--- config.mk ---
export PLATFORM = sky130hd
export DESIGN_NAME = wb_regfile
export DESIGN_NICKNAME = d
export VERILOG_FILES = /design/src/rtl/core_pkg.sv /design/src/rtl/wb_regfile_rdport.sv /design/src/rtl/wb_regfile.sv
export SDC_FILE = /design/constraint.sdc
export NUM_CORES = 2
export LEC_CHECK = 0
export CAP_MARGIN = 30
export CORE_MARGIN = 10
export CORE_UTILIZATION = 40
export CTS_CLUSTER_DIAMETER = 50
export DETAILED_ROUTE_END_ITERATION = 10
export GPL_TIMING_DRIVEN = 0
export HOLD_SLACK_MARGIN = 0.1
export PLACE_DENSITY = 0.62
export SYNTH_ARGS = -nofsm -noshare
export SYNTH_HDL_FRONTEND = slang
export SYNTH_SLANG_ARGS = --single-unit
--- constraint.sdc ---
create_clock -name clk -period 2.1 [get_ports clk]
set_input_delay 0.21 -clock clk [delete_from_list [all_inputs] [get_ports clk]]
set_output_delay 0.21 -clock clk [all_outputs]
set_load 0.01 [all_outputs]
--- src/rtl/core_pkg.sv ---
// Shared core types: datapath width, register index type and the hardwired-zero index.
package core_pkg;
  localparam int XLEN      = 32;
  localparam int REG_IDX_W = 5;

  typedef logic [REG_IDX_W-1:0] reg_idx_t;
  typedef logic [XLEN-1:0]      xword_t;

  localparam reg_idx_t REG_ZERO = 5'd0;
endpackage

--- src/rtl/wb_regfile_rdport.sv ---
// Combinational register read mux with optional same-cycle writeback bypass.
module wb_regfile_rdport
  import core_pkg::*;
#(
  parameter int NREGS     = 32,
  parameter int DW        = 32,
  parameter bit BYPASS_EN = 1'b1
) (
  input  reg_idx_t                     idx_i,
  input  logic [NREGS-1:0][DW-1:0]     regs_i,
  input  logic [DW-1:0]                wb_val_i,
  input  reg_idx_t                     wb_rd_i,
  input  logic                         wb_we_i,
  output logic [DW-1:0]                data_o
);
  localparam int IW = (NREGS > 1) ? $clog2(NREGS) : 1;

  logic [IW-1:0] sel;
  logic          in_range;
  logic          hit;

  assign sel      = idx_i[IW-1:0];
  assign in_range = int'(idx_i) < NREGS;
  assign hit      = BYPASS_EN && wb_we_i && (wb_rd_i == idx_i);

  // x0 and out-of-range indices read zero even when a writeback targets them.
  always_comb begin
    data_o = '0;
    if (idx_i != REG_ZERO && in_range) begin
      if (hit) data_o = wb_val_i;
      else     data_o = regs_i[sel];
    end
  end
endmodule

--- src/rtl/wb_regfile.sv ---
// Writeback-side integer register file: flop array, two bypassable read ports,
// one non-bypassed debug port and a saturating committed-write counter.
module wb_regfile
  import core_pkg::*;
#(
  parameter int XLEN      = 32,
  parameter int NREGS     = 32,
  parameter bit BYPASS_EN = 1'b1,
  parameter int CNT_W     = 32
) (
  input  logic             clk,
  input  logic             rst_n,
  input  logic [XLEN-1:0]  wb_val_i,
  input  reg_idx_t         wb_rd_i,
  input  logic             wb_we_i,
  input  reg_idx_t         rs1_idx_i,
  output logic [XLEN-1:0]  rs1_data_o,
  input  reg_idx_t         rs2_idx_i,
  output logic [XLEN-1:0]  rs2_data_o,
  input  reg_idx_t         dbg_idx_i,
  output logic [XLEN-1:0]  dbg_data_o,
  output logic [CNT_W-1:0] wr_count_o
);
  localparam int NPORTS = 2;
  localparam int IW     = (NREGS > 1) ? $clog2(NREGS) : 1;

  logic [NREGS-1:0][XLEN-1:0] regs_q, regs_d;
  logic [CNT_W-1:0]           cnt_q, cnt_d;
  logic                       commit;
  logic [IW-1:0]              wsel;

  assign commit = wb_we_i && (wb_rd_i != REG_ZERO) && (int'(wb_rd_i) < NREGS);
  assign wsel   = wb_rd_i[IW-1:0];

  always_comb begin
    regs_d = regs_q;
    if (commit) regs_d[wsel] = wb_val_i;
    regs_d[0] = '0;
  end

  // Counter sticks at all-ones rather than wrapping.
  always_comb begin
    cnt_d = cnt_q;
    if (commit && cnt_q != '1) cnt_d = cnt_q + 1'b1;
  end

  always_ff @(posedge clk or negedge rst_n) begin
    if (!rst_n) begin
      regs_q <= '0;
      cnt_q  <= '0;
    end else begin
      regs_q <= regs_d;
      cnt_q  <= cnt_d;
    end
  end

  assign wr_count_o = cnt_q;

  reg_idx_t [NPORTS-1:0]           rd_idx;
  logic     [NPORTS-1:0][XLEN-1:0] rd_data;

  assign rd_idx     = {rs2_idx_i, rs1_idx_i};
  assign rs1_data_o = rd_data[0];
  assign rs2_data_o = rd_data[1];

  for (genvar p = 0; p < NPORTS; p++) begin : g_rd
    wb_regfile_rdport #(
      .NREGS     (NREGS),
      .DW        (XLEN),
      .BYPASS_EN (BYPASS_EN)
    ) u_rd (
      .idx_i    (rd_idx[p]),
      .regs_i   (regs_q),
      .wb_val_i (wb_val_i),
      .wb_rd_i  (wb_rd_i),
      .wb_we_i  (wb_we_i),
      .data_o   (rd_data[p])
    );
  end

  wb_regfile_rdport #(
    .NREGS     (NREGS),
    .DW        (XLEN),
    .BYPASS_EN (1'b0)
  ) u_dbg (
    .idx_i    (dbg_idx_i),
    .regs_i   (regs_q),
    .wb_val_i (wb_val_i),
    .wb_rd_i  (wb_rd_i),
    .wb_we_i  (wb_we_i),
    .data_o   (dbg_data_o)
  );
endmodule

==> results by group <==
Finish
  – Layout cells sized above 1: 60.7%
  – Final net count: 4917
  – Final instance area: 77500 µm²
  – Final Util: around half
  – Fin cells: 7034
  – Area grow syn2layout: 23.1%

Placement
  – RD Place Congestion: 1.05
  – Final HPWL DP: 208000 µm
  – Placed cells: 6624
  – PortBufs: 168
  – Post-DP Area: 68600 µm²

Status
  – Status: complete, but fails checks
  – Failing checks: hold timing, setup timing

Setup path
  – CP Capture Type: primary output
  – Worst EP arrival: 3.00 ns
  – CP Max Fanout: 3
  – Worst setup SP type: register
  – Worst EP required: 1.89 ns
  – R2R Setup Slk: 0.13 ns
  – Crit path kind: register to primary output

Die
  – Num ports: approximately 180
  – Total Die Area: 174000 µm²
  – Starting Density: roughly 40%
  – Die width: 417 µm
  – Area of the core: 156000 µm²
  – Placement Rows: roughly 150
  – Die Ht: 417 µm

Global route
  – Initial antenna violation count: 15
  – GRT Util Overall: 31.9%
  – Largest net degree at the start of global routing: 169
  – Vias in the first global route: 48100
  – First-pass GRT wire length: 390000 µm
  – Total grt overflow: 0

Logic synthesis
  – Asr flop ratio synth: between 90% and 100%
  – Most common cell in the netlist: mux2_2
  – Cell Area, Synth: 63000 µm²
  – Post-synthesis register bit count: 1024
  – Most common flop cell mapped by yosys: dfrtp_1
  – Syn Area/Cell: about 15 µm²
  – Yosys top cell area share: 40.7%
  – Synth area leader: dfrtp_1
  – Ranking of synthesized cells by area: dfrtp_1 41%, mux4_2 26%, mux2_2 21%
  – Synth cell types: 55
  – Mapped Cells: 4329
  – Post-synth EDFFs: 0
  – Synth top cells by count: 1147 x mux2_2, 1024 x dfrtp_1, 721 x mux4_2
  – Syn nets: 4385
  – Synth warn: 0
  – Seq/Total Area, Yosys: around two fifths

CTS
  – Clk buf depth: 3
  – Worst-Skew Late Latency: 0.79 ns
  – H-tree Lvls: 4
  – CTS Sinks: 1024
  – Clock transition at path regs: roughly 0.060 ns
  – CTS Buf Count: 135
  – Clock tree from TritonCTS: done
  – Root Buffer Master: clkbuf_16

Detailed routing
  – Post-route ant nets: 0
  – Vias: 49200
  – Detailed Route WL: 285000 µm
  – Drt first pass iters: 8
  – Detailed-route DRC error count: 0
  – Avg WL per Cell: 40.6 µm
  – DR iter-0 viols: 6733
  – Vias per Instance: 7.00

STA
  – Final setup violation count: 106
  – Min Hold Slack: -0.0739 ns
  – Final Hold Fails: 23
  – Worst slew margin relative to its limit: 28.5%
  – Clock skew: 0.0178 ns
  – Max-slew violations: 0
  – Final worst setup slack: -1.11 ns
  – Final min period: 3.21 ns
  – Slew @ Worst Pin: 1.07 ns
  – FMAX: between 300 and 400 MHz
  – RSZ-0062 raised after global routing: true
  – Tcrit/Tclk final: 153%

Power
  – Worst vdd ir: 1.05 mV
  – Pwr per Cell Area: 943 nW/µm²
  – Static Leak: 0.0323 µW

Worst hold path
  – Worst min path class: input pin to asynchronous set/reset pin

Run
  – MaxCap Viol Count: 0
==> report_power, final <==
| part | switching [µW] | total [µW] | internal [µW] |
|---|---|---|---|
| Sequential | 3740 | 27300 | 23600 |
| Combinational | 9890 | 21500 | 11600 |
| Clock | 9870 | 24300 | 14500 |
| Total | 23500 | 73100 | 49700 |
==> per-stage QoR <==
step	worst slack, ns	total power [µW]	hold WS, ns	TNS [ns]
6_report	-1.11	73100	-0.0739	-81.71
4_1_cts	-1.02	71700	-0.00807	-180.57
5_1_grt	-1.08	74900	0.0183	-104.54
3_3_place_gp	-47.35	45100	0.499	-
3_5_place_dp	-3.23	45900	0.0877	-1261.08
2_1_floorplan	-0.0483	38400	-0.0856	-1.81
==> kinds of logic after synthesis <==
logic type	Yosys count	share of synthesized area, %
flops	1024	40.7
fa+ha+maj	1	0.0199
mux	1900	46.8
compound gates	374	4.71
buf+inv	497	3.46
simple gates	494	3.75
xor+xnor	39	0.543
==> repair_timing <==
action                                 4_1_cts  5_1_grt
hold buffers                                 7        1
pin swaps                                  150       53
setup endpoints to repair                  789     1108
gates cloned                                 0        4
resized for setup                         1159      111
endpoints found under the hold margin      306      122
buffers inserted                           119       32
==> worst max-delay path, cell delays in order (launching register included) <==
cell     delay, ns
dfrtp_1       0.42
mux4_2        0.62
mux4_2        0.67
mux2_4        0.36
buf_6         0.13
==> layout by cell type, fill, tap and decap left out, types with 19 or more instances in the layout <==
cell type and n:
a221oi_1 37, nand3_1 44, a21oi_1 27, mux2_2 1095
buf_8 54, mux2_4 52, mux4_2 721, dfrtp_1 1010
buf_16 19, nor2_1 68, clkbuf_8 36, xor2_1 19
a22o_1 71, buf_1 47, a221o_1 45, xnor2_1 20
nand2_1 129, nor3_4 28, nor3_1 22, nor3_2 49
buf_2 99, clkbuf_4 29, nor2b_1 37, buf_4 210
buf_6 120, clkbuf_1 170, a211oi_2 36, clkbuf_2 59
clkbuf_16 149, a211oi_1 21, mux2i_1 24, clkdlybuf4s50_1 64
==> path summary, 6_finish.rpt <==
kind	endpoint	startpoint	depth (start not counted)
max in group asynchronous	regs_q[295]	rst_n	10
hold reg to reg	wr_count_o[31]	wr_count_o[31]	1
min in group clk	regs_q[287]	wb_rd_i[1]	4
hold / removal	regs_q[755]	rst_n	6
setup reg to reg	wr_count_o[29]	wr_count_o[2]	5
setup / recovery	dbg_data_o[11]	regs_q[491]	4
==> cell type report <==
| type | count | area [µm²] |
|---|---|---|
| Sequential cell | 1024 | 25600 |
| Tap cell | 2058 | 2570 |
| Clock inverter | 54 | 637 |
| Timing Repair Buffer | 400 | 4120 |
| Inverter | 6 | 22.5 |
| Fill cell | 13400 | 78900 |
| Multi-Input combinational cell | 2808 | 37400 |
| Antenna cell | 8 | 20.0 |
| Buffer | 486 | 3140 |
| Clock buffer | 190 | 3970 |
==> routing by layer <==
| layer | track usage, % | part of all wire (%) | up-vias |
|---|---|---|---|
| li1 | - | - | 18300 |
| met3 | 15.5 | 15 | 1136 |
| met2 | 45.2 | 42 | 4054 |
| met1 | 38.1 | 34 | 25700 |
| met4 | 21.7 | 8.7 | 16 |
| met5 | 0.361 | 0.062 | - |
==> state kept, by name, summed over array words and instances, names as in the netlist <==
name        flops
wr_count_o     32
regs_q        992
No activity file was read; power rests on OpenSTA's default activity.
